$ cat config.mk
export PLATFORM = sky130hd
export DESIGN_NAME = sigma_delta_interp_flat
export DESIGN_NICKNAME = d
export VERILOG_FILES = /design/src/rtl/sigma_delta_pkg.sv /design/src/rtl/sigma_delta_interp_if.sv /design/src/rtl/sigma_delta_tick_gen.sv /design/src/rtl/sigma_delta_interp.sv /design/src/flat_wrapper.sv
export SDC_FILE = /design/constraint.sdc
export NUM_CORES = 1
export LEC_CHECK = 0
export BUFFER_PORTS_ARGS = -buffer_cell sky130_fd_sc_hd__buf_2
export CAP_MARGIN = 20
export CORE_UTILIZATION = 40
export CTS_BUF_LIST = sky130_fd_sc_hd__clkbuf_16
export CTS_CLUSTER_DIAMETER = 60
export DETAILED_ROUTE_END_ITERATION = 10
export GPL_TIMING_DRIVEN = 0
export PLACE_DENSITY = 0.6
export SETUP_SLACK_MARGIN = 0.15
export SYNTH_ARGS = -nofsm -noshare
export SYNTH_HDL_FRONTEND = slang
export SYNTH_SLANG_ARGS = --single-unit
$ cat constraint.sdc
create_clock -name clk -period 5.1 [get_ports clk]
set_clock_uncertainty 0.1 [all_clocks]
set_input_delay 0.255 -clock clk [delete_from_list [all_inputs] [get_ports clk]]
set_output_delay 0.255 -clock clk [all_outputs]
set_load 0.02 [all_outputs]
$ cat src/rtl/sigma_delta_pkg.sv
// Shared types and sizing helpers for the sigma-delta interpolator.
// The state enum is also carried on the interface so the FSM stays observable.
package sigma_delta_pkg;

    typedef enum logic [1:0] {
        IDLE = 2'd0,
        RUN  = 2'd1,
        HOLD = 2'd2
    } interp_state_t;

    function automatic logic [63:0] midscale(input int bitlen);
        return 64'd1 << (bitlen - 1);
    endfunction

    // Two headroom bits keep the accumulator sign clear of the sample range.
    function automatic int acc_width(input int bitlen, input int osr_log2);
        return bitlen + osr_log2 + 2;
    endfunction

endpackage

$ cat src/rtl/sigma_delta_interp_if.sv
// Sample-in / DAC-out bundle between an upstream source and sigma_delta_interp.
// The slave side also publishes the interpolator FSM state for observation.
interface sigma_delta_interp_if #(
    parameter int DAC_BITLEN = 24
) ();
    import sigma_delta_pkg::*;

    // A sample transfers on each rising edge where in_valid && in_ready; in_data is held
    // stable while in_valid waits for in_ready. out_valid is a one-cycle strobe with no
    // back-pressure, and underrun is a one-cycle strobe on an empty segment boundary.
    logic [DAC_BITLEN-1:0] in_data;
    logic                  in_valid;
    logic                  in_ready;
    logic [DAC_BITLEN-1:0] out_data;
    logic                  out_valid;
    logic                  underrun;
    interp_state_t         state;

    modport master (
        output in_data, in_valid,
        input  in_ready, out_data, out_valid, underrun, state
    );

    modport slave (
        input  in_data, in_valid,
        output in_ready, out_data, out_valid, underrun, state
    );

endinterface

$ cat src/rtl/sigma_delta_tick_gen.sv
// Free-running step timer: tick every STEP_CLKS clocks, boundary on the last
// tick of each 2^OSR_LOG2-step segment.
module sigma_delta_tick_gen #(
    parameter int STEP_CLKS = 16,
    parameter int OSR_LOG2  = 4
) (
    input  logic clk,
    input  logic rst,
    output logic tick_o,
    output logic boundary_o
);

    localparam int CW = (STEP_CLKS > 1) ? $clog2(STEP_CLKS) : 1;
    localparam int SW = (OSR_LOG2 > 0) ? OSR_LOG2 : 1;
    localparam logic [CW-1:0] CLK_LAST  = CW'(STEP_CLKS - 1);
    localparam logic [SW-1:0] STEP_LAST = SW'((1 << OSR_LOG2) - 1);

    logic [CW-1:0] clk_cnt_q, clk_cnt_d;
    logic [SW-1:0] step_cnt_q, step_cnt_d;

    always_comb begin
        tick_o     = (clk_cnt_q == CLK_LAST);
        boundary_o = tick_o && (step_cnt_q == STEP_LAST);
        clk_cnt_d  = tick_o ? '0 : clk_cnt_q + CW'(1);
        step_cnt_d = step_cnt_q;
        if (tick_o) begin
            step_cnt_d = (step_cnt_q == STEP_LAST) ? '0 : step_cnt_q + SW'(1);
        end
    end

    always_ff @(posedge clk) begin
        if (rst) begin
            clk_cnt_q  <= '0;
            step_cnt_q <= '0;
        end else begin
            clk_cnt_q  <= clk_cnt_d;
            step_cnt_q <= step_cnt_d;
        end
    end

endmodule

$ cat src/rtl/sigma_delta_interp.sv
// Linear interpolator feeding sigma_delta_dac: ramps between consecutive input
// samples in 2^OSR_LOG2 steps, starting from midscale and holding on underrun.
module sigma_delta_interp
    import sigma_delta_pkg::*;
#(
    parameter int DAC_BITLEN = 24,
    parameter int OSR_LOG2   = 4,
    parameter int STEP_CLKS  = 16
) (
    input  logic                 clk,
    input  logic                 rst,
    sigma_delta_interp_if.slave  bus
);

    localparam int DW = DAC_BITLEN;
    localparam int AW = acc_width(DAC_BITLEN, OSR_LOG2);
    localparam logic [DW-1:0] MID = DW'(midscale(DAC_BITLEN));

    function automatic logic signed [AW-1:0] to_acc(input logic [DW-1:0] v);
        return $signed({{(AW-DW){1'b0}}, v} << OSR_LOG2);
    endfunction

    logic tick, boundary, accept;

    interp_state_t state_q, state_d;
    logic                 hold_valid_q, hold_valid_d;
    logic [DW-1:0]        hold_data_q, hold_data_d;
    logic                 in_ready_q, in_ready_d;
    logic [DW-1:0]        prev_q, prev_d;
    logic [DW-1:0]        q_q, q_d;
    logic signed [DW:0]   delta_q, delta_d;
    logic signed [AW-1:0] acc_q, acc_d;
    logic [DW-1:0]        out_data_q, out_data_d;
    logic                 out_valid_q, out_valid_d;
    logic                 underrun_q, underrun_d;

    logic [DW-1:0] seg_base;
    logic          load_seg;
    logic          flag_underrun;

    sigma_delta_tick_gen #(
        .STEP_CLKS (STEP_CLKS),
        .OSR_LOG2  (OSR_LOG2)
    ) u_tick (
        .clk        (clk),
        .rst        (rst),
        .tick_o     (tick),
        .boundary_o (boundary)
    );

    assign accept = bus.in_valid && in_ready_q;

    always_ff @(posedge clk) begin
        if (rst) state_q <= IDLE;
        else     state_q <= state_d;
    end

    always_comb begin
        state_d = state_q;
        if (boundary) begin
            if (hold_valid_q)           state_d = RUN;
            else if (state_q != IDLE)   state_d = HOLD;
        end
    end

    // Every boundary restarts from the value the output sits at: MID, the old target, or prev.
    always_comb begin
        load_seg      = 1'b0;
        flag_underrun = 1'b0;
        case (state_q)
            IDLE:    seg_base = MID;
            RUN:     seg_base = q_q;
            HOLD:    seg_base = prev_q;
            default: seg_base = MID;
        endcase
        if (boundary) begin
            load_seg      = hold_valid_q;
            flag_underrun = !hold_valid_q && (state_q != IDLE);
        end
    end

    always_comb begin
        hold_valid_d = hold_valid_q;
        hold_data_d  = hold_data_q;
        prev_d       = prev_q;
        q_d          = q_q;
        delta_d      = delta_q;
        acc_d        = acc_q;
        out_data_d   = out_data_q;

        if (load_seg) hold_valid_d = 1'b0;
        if (accept) begin
            hold_valid_d = 1'b1;
            hold_data_d  = bus.in_data;
        end

        // The boundary snaps acc to the exact endpoint so rounding never accumulates.
        if (boundary) begin
            prev_d = seg_base;
            acc_d  = to_acc(seg_base);
            if (load_seg) begin
                q_d     = hold_data_q;
                delta_d = $signed({1'b0, hold_data_q}) - $signed({1'b0, seg_base});
            end else begin
                delta_d = '0;
            end
        end else if (tick) begin
            acc_d = acc_q + {{(AW-DW-1){delta_q[DW]}}, delta_q};
        end

        if (tick) out_data_d = acc_d[DW+OSR_LOG2-1:OSR_LOG2];

        in_ready_d  = !hold_valid_d;
        out_valid_d = tick;
        underrun_d  = flag_underrun;
    end

    always_ff @(posedge clk) begin
        if (rst) begin
            hold_valid_q <= 1'b0;
            hold_data_q  <= '0;
            in_ready_q   <= 1'b0;
            prev_q       <= MID;
            q_q          <= MID;
            delta_q      <= '0;
            acc_q        <= to_acc(MID);
            out_data_q   <= MID;
            out_valid_q  <= 1'b0;
            underrun_q   <= 1'b0;
        end else begin
            hold_valid_q <= hold_valid_d;
            hold_data_q  <= hold_data_d;
            in_ready_q   <= in_ready_d;
            prev_q       <= prev_d;
            q_q          <= q_d;
            delta_q      <= delta_d;
            acc_q        <= acc_d;
            out_data_q   <= out_data_d;
            out_valid_q  <= out_valid_d;
            underrun_q   <= underrun_d;
        end
    end

    assign bus.in_ready  = in_ready_q;
    assign bus.out_data  = out_data_q;
    assign bus.out_valid = out_valid_q;
    assign bus.underrun  = underrun_q;
    assign bus.state     = state_q;

endmodule

$ cat src/flat_wrapper.sv
// flat-port wrapper written by rule: the top's interface ports become plain ports
module sigma_delta_interp_flat import sigma_delta_pkg::*;
#(
    parameter int DAC_BITLEN = 24,
    parameter int OSR_LOG2   = 4,
    parameter int STEP_CLKS  = 16
)
  (clk, rst, bus_in_data, bus_in_valid, bus_in_ready, bus_out_data, bus_out_valid, bus_underrun, bus_state);
  sigma_delta_interp_if #(.DAC_BITLEN(DAC_BITLEN)) bus_i ();
  input  logic clk;
  input  logic rst;
  input wire logic [$bits(bus_i.in_data)-1:0] bus_in_data;
  input wire logic [$bits(bus_i.in_valid)-1:0] bus_in_valid;
  output wire logic [$bits(bus_i.in_ready)-1:0] bus_in_ready;
  output wire logic [$bits(bus_i.out_data)-1:0] bus_out_data;
  output wire logic [$bits(bus_i.out_valid)-1:0] bus_out_valid;
  output wire logic [$bits(bus_i.underrun)-1:0] bus_underrun;
  output wire logic [$bits(bus_i.state)-1:0] bus_state;
  assign bus_i.in_data = bus_in_data;
  assign bus_i.in_valid = bus_in_valid;
  assign bus_in_ready = bus_i.in_ready;
  assign bus_out_data = bus_i.out_data;
  assign bus_out_valid = bus_i.out_valid;
  assign bus_underrun = bus_i.underrun;
  assign bus_state = bus_i.state;
  sigma_delta_interp #(.DAC_BITLEN(DAC_BITLEN), .OSR_LOG2(OSR_LOG2), .STEP_CLKS(STEP_CLKS)) u_core (.clk(clk), .rst(rst), .bus(bus_i));
endmodule
==> results.txt <==
Vias in the first global route = 7,341
Ys flop type = dfxtp_1
CTS sink count = 163
Worst vdd ir = 184.8 µV
Failing checks = design-rule violations
Fillers = 2,101
Die Width = 148.0 µm
LEAKAGE = 4.058 nW
# Post-CTS Setup Buffers = 0
RSZ-0062 raised after global routing = false
Synth area leaders = dfxtp_1, ha_1, nand2_1, a21oi_1, a22o_1
Synthesized area = 8528 µm²
CP required = 5.35 ns
Hold Vio Cnt, Final = 0
FF+latch area = 3263 µm²
H-tree lvl count = 4
WL final = 26,650 µm
Synth Warn # = 0
I/O Buffers = 54
Critical path fanouts, max = 10
Most frequent cells in the layout = nand2_1, dfxtp_1, a21oi_1
Asr flop ratio synth = 0%
P per Cell Area = 293.3 nW/µm²
Antenna fix cells = 0
Fin. max-slew vios = 0
Most common cell after layout, fill and taps aside = nand2_1
Clk_lat worst skew = 0.44 ns
Die Area = 21,910 µm²
Fin util = 47.78%
Total grt overflow = 0
Distinct cell type count after synthesis = 69
WL per Instance = 18.69 µm
Flops & latches, synth = 163
RR Endpoint = u_core.delta_q[24]
Setup TNS = 0 ns
Gpl congestion = 0.9340
Post-Synthesis Cells = 1,041
Clock Pin Slew Worst Setup and Hold Paths = 0.07 ns
Footprint of the multi-input gates = 4936 µm²
Slew margin rel. = 27.96%
Post-Syn Nets = 1,130
Largest net degree at the start of global routing = 17
Tcrit/Tclk final = 89.78%
Initial Utilization = 40.70%
CTS tree = built
Worst setup EP type = flop
Tot Pwr = 0.002936 W
Post-synth EDFFs = 0
Drt first pass iters = 11
Critical Path End = u_core.delta_q[24]
Worst slew pin tran = 1.081 ns
Outcome = finished, violations left
Worst reg2reg path depth = 16
CTS Buf Count = 17
Max cap viols = 0
Crit path from = u_core.bus.state[0]
I/O Pins = 56
F_max = 218.4 MHz
CP Launch Type = flop
Hold_ws = 0.2933 ns
R2R Setup Slk = 0.52 ns
Die height = 148.0 µm
Final nets = 1,227
DR iter-0 viols = 879
First-pass GRT wire length = 40,900 µm
Remaining antenna violation count = 0
Initial antenna violation count = 0
Syn Area/Cell = 8.192 µm²
Total Routing Usage GR = 24.95%
Root Driver = clkbuf_16
Fin crit period = 4.579 ns
Hold Path Class = in2reg
Area Overhead vs Synth = 17.40%
Area share of the largest cell type after synthesis = 38.26%
Arrival time worst endpoint = 4.83 ns
Number of setup violations in the final report = 0
Register area share after synthesis = 38.26%
Vias = 7,907
Synth area leader = dfxtp_1
Core Rows = 53
Reg2reg start = u_core.bus.state[0]
CP Class = reg2reg
Ratio of cells with drive above 1 in the final layout = 9.383%
DR vias/cell = 5.545
DRC = 3
Max clock buf depth = 2
DPL Wire Length = 19,830 µm
Core Region = 20,960 µm²
[what timing repair did]
item,4_1_cts,5_1_grt
hold endpoints to repair,24,0
hold buffers,24,0
endpoints found under the setup margin,4,6
gates resized for setup,1,2
pin swaps,0,0
[power by group]
part,internal (W),total [W],leakage [nW],switching [W]
clock,0.000823,0.00138,0.297,0.000560
combinational,0.000104,0.000256,2.44,0.000152
sequential,0.00128,0.00130,1.32,0.0000127
[flip-flops by register name, summed over array words and instances, names as in the netlist]
name                      cells
u_core.acc_q                 28
u_core.bus.in_ready           1
u_core.bus.out_data          24
u_core.bus.out_valid          1
u_core.bus.state              2
u_core.bus.underrun           1
u_core.delta_q               25
u_core.hold_data_q           24
u_core.hold_valid_q           1
u_core.prev_q                24
u_core.q_q                   24
u_core.u_tick.clk_cnt_q       4
u_core.u_tick.step_cnt_q      4
[per-layer routing]
layer / vias to the layer above / global-route usage (%) / wire length (µm)
met4: 0 / 8.247 / 604
met2: 306 / 39.08 / 11500
li1: 3916 / - / -
met3: 39 / 4.630 / 1868
met1: 3646 / 34.33 / 12680
met5: - / 0 / 0
[stage by stage]
step | instance area, µm² | cells | setup slack [ns]
after global placement | 9143 | 1370 | 0.1855
after detailed placement | 9143 | 1370 | 0.1065
after global routing | 10010 | 1426 | 0.2224
after floorplan | 8528 | 1041 | 1.117
after CTS | 10010 | 1426 | 0.2317
final | 10010 | 1426 | 0.5212
[kinds of logic after synthesis]
kind of cell	share of synthesized area, %
mux	0.3668
xor+xnor	4.211
simple gates	18.37
fa+ha+maj	9.272
compound gates	25.66
buf+inv	3.859
flops	38.26
[area by class of cell]
cell class                      instances  area share (%)
Buffer                                 58           2.412
Inverter                               24          0.8998
Sequential cell                       163           32.59
Timing Repair Buffer                   78           5.099
Clock buffer                           17           4.249
Tap cell                              275           3.437
Clock inverter                         15           2.012
Multi-Input combinational cell        796           49.30
[cells in the mapped netlist, drive strengths merged (20+ instances only)]
master	count
inv	24
o21ai	60
clkbuf	44
nor3	22
nand2	164
a22o	47
ha	60
a21oi	106
dfxtp	163
xor2	22
nor2	105
a31oi	20
[worst min-delay path by stage]
stage                                 start                     to  slack (ns)  cells past startpoint
after floorplan              bus_in_data[0]  u_core.hold_data_q[0]        0.29                      2
after global placement    u_core.prev_q[23]      u_core.prev_q[23]        0.33                      2
after detailed placement  u_core.prev_q[23]      u_core.prev_q[23]        0.34                      2
after CTS                      bus_in_valid  u_core.hold_data_q[0]        0.29                      4
after global routing           bus_in_valid  u_core.hold_data_q[2]        0.33                      4
final                          bus_in_valid  u_core.hold_data_q[0]        0.29                      4
[worst max-delay path, stage by stage (launching register included)]
cell and delay [ns]:
dfxtp_1 0.43, inv_1 0.09, ha_1 0.35, clkbuf_2 0.28, clkbuf_2 0.34, buf_1 0.39, nand2_1 0.14, ha_1 0.36
a21oi_1 0.22, o21ai_1 0.16, a2111oi_4 0.43, o31ai_2 0.19, a31oi_2 0.33, nand4bb_1 0.18, a31oi_2 0.24, nor2b_1 0.08
o41ai_2 0.19
Power figures use the tool's default switching activity.
